`config.mk`:
```
export PLATFORM = sky130hd
export DESIGN_NAME = matrix_mult_2x2
export DESIGN_NICKNAME = d
export VERILOG_FILES = /design/src/rtl/matrix_mult_2x2.sv
export SDC_FILE = /design/constraint.sdc
export NUM_CORES = 1
export LEC_CHECK = 0
export BUFFER_PORTS_ARGS = -buffer_cell sky130_fd_sc_hd__buf_2
export CAP_MARGIN = 30
export CORE_MARGIN = 2
export CORE_UTILIZATION = 60
export CTS_CLUSTER_DIAMETER = 30
export DETAILED_ROUTE_END_ITERATION = 8
export PLACE_DENSITY = 0.81
export SLEW_MARGIN = 20
export SYNTH_ARGS = -nofsm -noshare
export SYNTH_HDL_FRONTEND = slang
export SYNTH_SLANG_ARGS = --single-unit
```
`constraint.sdc`:
```
create_clock -name clk -period 12 [get_ports clk]
set_input_delay 0 -clock clk [delete_from_list [all_inputs] [get_ports clk]]
set_output_delay 0 -clock clk [all_outputs]
set_load 0.01 [all_outputs]
```
`src/rtl/matrix_mult_2x2.sv`:
```
// Unsigned 2x2 matrix multiplier C = A x B. Operands are loaded one element per clock,
// results are computed on an execute strobe and read back through a combinational mux.
module matrix_mult_2x2 #(
  parameter  int DATA_W = 8,
  localparam int RES_W  = 2 * DATA_W + 1
) (
  input  logic              clk,
  input  logic              reset,
  input  logic [2:0]        sel_in,
  input  logic [DATA_W-1:0] input_val,
  input  logic              execute,
  input  logic [1:0]        sel_out,
  output logic [RES_W-1:0]  result
);

  // No handshake: the block is always ready. Every rising edge writes input_val into
  // operand sel_in; execute=1 on the same edge loads C from the pre-edge operands.

  // Operand index map: 0..3 = A00,A01,A10,A11 ; 4..7 = B00,B01,B10,B11
  logic [DATA_W-1:0]   opnd_q [8];
  logic [RES_W-1:0]    c_q    [4];
  logic [RES_W-1:0]    c_d    [4];
  logic [2*DATA_W-1:0] prod   [8];

  always_comb begin
    prod[0] = opnd_q[0] * opnd_q[4];
    prod[1] = opnd_q[1] * opnd_q[6];
    prod[2] = opnd_q[0] * opnd_q[5];
    prod[3] = opnd_q[1] * opnd_q[7];
    prod[4] = opnd_q[2] * opnd_q[4];
    prod[5] = opnd_q[3] * opnd_q[6];
    prod[6] = opnd_q[2] * opnd_q[5];
    prod[7] = opnd_q[3] * opnd_q[7];
    for (int i = 0; i < 4; i++) begin
      c_d[i] = {1'b0, prod[2*i]} + {1'b0, prod[2*i+1]};
    end
  end

  always_ff @(posedge clk or posedge reset) begin
    if (reset) begin
      for (int i = 0; i < 8; i++) opnd_q[i] <= '0;
      for (int i = 0; i < 4; i++) c_q[i]    <= '0;
    end else begin
      opnd_q[sel_in] <= input_val;
      if (execute) begin
        for (int i = 0; i < 4; i++) c_q[i] <= c_d[i];
      end
    end
  end

  assign result = c_q[sel_out];

endmodule

```
Yosys cells after proc, flatten, opt, wreduce, memory -nomap -nowiden
Index checks and enable logic that the tools add are counted.
{"block": "word_totals", "wordCells": 36, "output_inout_bits": 17, "inputBits": 16, "register_bits": 132}
{"block": "classes", "mux": 6, "n_reduce_logical": 1, "multipliers": 8, "bitwise_logic": 2, "n_lt_le_gt_ge": 3, "n_addsub": 4}
{"operator": "8-bit by 8-bit multiplier with 16-bit output", "n": 8}
{"operator": "16-bit by 16-bit adder with 17-bit output", "n": 4}
{"operator": "64-bit bitwise mux", "n": 1}
{"operator": "17-bit binary-select mux with 2-bit select", "n": 1}
{"operator": "17-bit two-way mux", "n": 2}
{"operator": "8-bit demux with 3-bit select", "n": 1}
{"operator": "8-bit two-way mux", "n": 1}
{"operator": "4-bit greater-or-equal comparator (second input constant)", "n": 1}
{"operator": "4-bit by 1-bit < comparator with 1-bit output (second input constant)", "n": 1}
{"operator": "3-bit NOT with 4-bit output", "n": 1}
{"operator": "3-bit greater-or-equal comparator (second input constant)", "n": 1}
{"operator": "2-bit NOT with 3-bit output", "n": 1}
{"operator": "1-bit logical AND", "n": 1}

Longest topological paths before layout
{"block": "logic_depth", "ltp_word": 6, "ltp_mapped": 21, "mapped_depth_nobuf": 19}

Least setup slack after synthesis
No wires, ideal clock.
{"block": "synth_path", "path_kind": "reg-to-reg", "startpoint": "register opnd_q[63] in the netlist's numbering", "endpoint": "register c_q[50] in the netlist's numbering", "synth_period_minus_slack_ps": 5409, "setup_slack_ps": 6591, "setup_ps": 124, "arrival_ps": 5285, "required_time_ps": 11876, "path_buffers": 2, "stages_incl_launch_ff": 20, "path_cell_list": "dfrtp_1 -> clkbuf_1 -> nand2_1 -> fa_1 -> fa_1 -> inv_1 -> fa_1 -> fa_1 -> fa_1 -> inv_1 -> fa_1 -> inv_1 -> ha_1 -> buf_6 -> a211oi_2 -> o21ai_1 -> o311a_2 -> a221oi_2 -> nor2_1 -> a211o_1"}
{"block": "synth_between", "elab_chain_cells": 2}
{"item": "from (decl)", "line_no": "20", "rtl": "logic [DATA_W-1:0] opnd_q [8];"}
{"item": "from (signal, indexed assignment)", "line_no": "44", "rtl": "opnd_q[sel_in] <= input_val;"}
{"item": "8-bit by 8-bit multiplier with 16-bit output", "line_no": "28", "rtl": "prod[2] = opnd_q[0] * opnd_q[5];"}
{"item": "16-bit by 16-bit adder with 17-bit output", "line_no": "35", "rtl": "c_d[i] = {1'b0, prod[2*i]} + {1'b0, prod[2*i+1]};"}
{"item": "to (decl)", "line_no": "21", "rtl": "logic [RES_W-1:0] c_q [4];"}
Every way passes these cells.
A chain may end at the register's enable or synchronous reset.

Worst setup path after layout
{"block": "layout_path", "startpoint": "register opnd_q[61] in the netlist's numbering", "endpoint": "register c_q[50] in the netlist's numbering"}
Same word-level chain as after synthesis.

==> flow_summary_export.csv <==
group,metric,value,unit
clock_network,cts_tree,"yes",
clock_network,cts_buffers,17,
global_route,antenna_found_initial,0,
layout,finalInstanceArea,0.0243,mm²
timing,worst_slew_pin_slew,0.943,ns
synth,synth_compound_area_share,4.62,%
layout,drive_above_1_share,9.34,%
synth,yosys.area.top_type,"fa_1",
floorplanning,die_y,200,µm
synth,synthSimpleGateAreaFrac,14.4,%
detailed_routing,routedWlPerCell,20.9,µm
layout,fin_util,64.2,%
run_status,status,"completed",
synth,avgSynthCellArea,9.85,µm²
clock_network,clock_path_buffers,2,
floorplanning,dieArea,0.0401,mm²
setup_path,slowest_stage,"dfrtp_1",
floorplanning,core_region_area,0.0378,mm²
global_route,overflow,0,
timing,rsz0062_at_grt,"false",
global_route,grt_first_pass_wirelength,95800,µm
timing,finalCritPeriodShare,51.3,%
setup_path,critPathMaxStageDelay,0.70,ns
run,maxCapViolCount,0,
detailed_routing,drc,0,
clock_network,clock_latency,0.45,ns
floorplanning,io_pins,33,
setup_path,crit_buf_inv,4,
synth,synth_area_leaders,"fa_1 (34%), dfrtp_1 (14%), ha_1 (14%)",
timing,min_period,6.15,ns
setup_path,end_kind,"register",
detailed_routing,first_pass_iters,6,
synth,synth.area.mux_share,7.22,%
global_route,first_global_vias,18700,
floorplanning,num_rows,71,
clock_network,cts_sinks,132,
clock_network,clkTransAtPathRegs,0.06,ns
synth,synth_fp_nets,3011,
setup_path,critPathArrivalTime,6.48,ns
synth,synth_xor_area_share,1.74,%
clock_network,cts_max_level,4,
synth,synth_cells,2347,
setup_path,worstPathRequired,12.32,ns
timing,setup_tns,0,ns
detailed_routing,vias_per_cell,5.84,
timing,finalMaxSlewViolations,0,
synth,synth_top_family_by_area,"adder cells",
synth,syn-cell-area,0.0231,mm²
synth,synthAdderAreaFrac,47.7,%
timing,setup_viol,0,
detailed_routing,dr_total_vias,16600,
synth,synth_top_area_share,33.6,%
layout,layout_commonest_cell,"inv_1",
timing,finalHoldViolCount,0,
setup_path,crit_chain,"and2_1 > fa_1 > inv_1 > fa_1 > fa_1 > inv_1 > fa_1 > fa_1 > inv_1 > fa_1 > inv_1 > ha_1 > a211oi_2 > o21ai_1 > o311a_2 > a221oi_2 > nor2_1 > a211o_1",
timing,maxSlewHeadroom,37.1,%
layout,nets,2985,
synth,async_flop_share,100,%
setup_path,r2r_slack,5.85,ns
global_route,grt_max_degree,79,
layout,fillers,3016,
placement,port-buffer-count,32,
timing,max_freq,0.163,GHz
floorplanning,start_util,61.1,%
detailed_routing,dr.first_iter.drc_count,1128,
timing,skew,0.0111,ns
floorplanning,die_w,200,µm
layout,final_cell_mix,"inv_1 (520), fa_1 (388), and2_1 (337)",
synth,synthDistinctLibCells,68,
setup_path,worst_path_most_repeated_cell,"fa_1",
synth,synth_ff_type,"dfrtp_1",
layout,syn_to_final_growth,5.06,%
global_route,grt_usage,30.7,%
hold_path,worstHoldPathType,"primary input to register",
detailed_routing,postRouteAntennaNets,0,
placement,place_area,0.0236,mm²
layout,regArea,0.00330,mm²
detailed_routing,drt-total-wl,59500,µm
clock_network,clockRootBuffer,"clkbuf_16",
synth,yosys_warnings,0,
layout,multi_input_area,0.0175,mm²
synth,synth_edf_count,0,
setup_path,worst_setup_path_start_kind,"register",
setup_path,crit_path_max_fanout,17,
placement,gp_routability_congestion,0.928,
placement,hpwl,45600,µm
synth,ys_ff_latch,132,
clock_network,post_cts_buffers,0,
setup_path,crit_type,"register to register",
setup_path,cp_top_family,"adder cells",
synth,yosysSeqAreaShare,14.3,%
per-layer routing:
metal / global-route usage (%) / up-vias / part of all wire [%]
li1: - / 7147 / -
met1: 37.4 / 8597 / 38
met2: 53.2 / 686 / 51
met3: 4.70 / 203 / 6.5
met4: 15.8 / 0 / 4.8
met5: 0 / - / 0
state kept, by name, indices dropped and copies added, names as in the netlist:
| name | cells |
|---|---|
| c_q | 68 |
| opnd_q | 64 |
through the flow:
step	cells	setup WS (ns)	hold slack, ns
final	2846	5.85	0.131
after global routing	2845	5.67	0.154
after floorplan	2347	6.59	0.151
after CTS	2844	5.92	0.124
after global placement	2803	6.08	0.181
after detailed placement	2803	5.94	0.191
area by class of cell:
class                      count  area share [%]
clock inverter                13           0.551
tap                          511            2.63
antenna                        1          0.0103
timing repair buffer          44            1.21
sequential                   132            13.6
inverter                     522            8.08
clock buffer                  19            1.87
multi-input combinational   1604            72.1
cells in the mapped netlist (5+ instances only):
cell and n:
inv_1 521, fa_1 388, and2_1 337, ha_1 260, nand2_1 205, dfrtp_1 132, mux2_2 112, clkbuf_1 72
a21oi_1 46, xnor2_1 32, nor2_1 30, a21o_1 19, o21ai_0 18, mux4_2 17, xor2_1 14, nand3_1 11
buf_2 10, nor3_1 9, o21ai_1 7, a211oi_1 6, nand3b_1 6, o21bai_1 6, buf_1 5, o211ai_1 5
o21a_1 5
worst register-to-register path, cell delays in order (launching register included):
cell and delay [ns]:
dfrtp_1 0.70, and2_1 0.35, fa_1 0.55, inv_1 0.05
fa_1 0.48, fa_1 0.55, inv_1 0.08, fa_1 0.50
fa_1 0.50, inv_1 0.05, fa_1 0.49, inv_1 0.05
ha_1 0.40, a211oi_2 0.32, o21ai_1 0.14, o311a_2 0.16
a221oi_2 0.31, nor2_1 0.08, a211o_1 0.27
path summary, 6_finish.rpt:
check / from / to / depth (start not counted)
min in group asynchronous: reset / c_q[6]$_DFFE_PP0P_ / 3
min: sel_in[2] / opnd_q[58]$_DFFE_PP0P_ / 3
max in group asynchronous: reset / opnd_q[14]$_DFFE_PP0P_ / 5
max: opnd_q[61]$_DFFE_PP0P_ / c_q[50]$_DFFE_PP0P_ / 18
max reg2reg: opnd_q[61]$_DFFE_PP0P_ / c_q[50]$_DFFE_PP0P_ / 18
min reg2reg: c_q[28]$_DFFE_PP0P_ / c_q[28]$_DFFE_PP0P_ / 2
cells by family after synthesis:
family | count (synthesis)
adder cells (fa/ha/maj) | 648
AND/OR/NAND/NOR | 624
buffers and inverters | 611
AO/OA/AOI/OAI | 155
flip-flops | 132
multiplexers | 131
XOR/XNOR | 46
timing repair:
action                                 CTS  global route
gates resized for setup                  0             0
endpoints found under the hold margin  118             0
hold buffers                             9             0
Power is not shown: default switching activity piles up to over one toggle a cycle in this logic, so the estimate is an artifact.
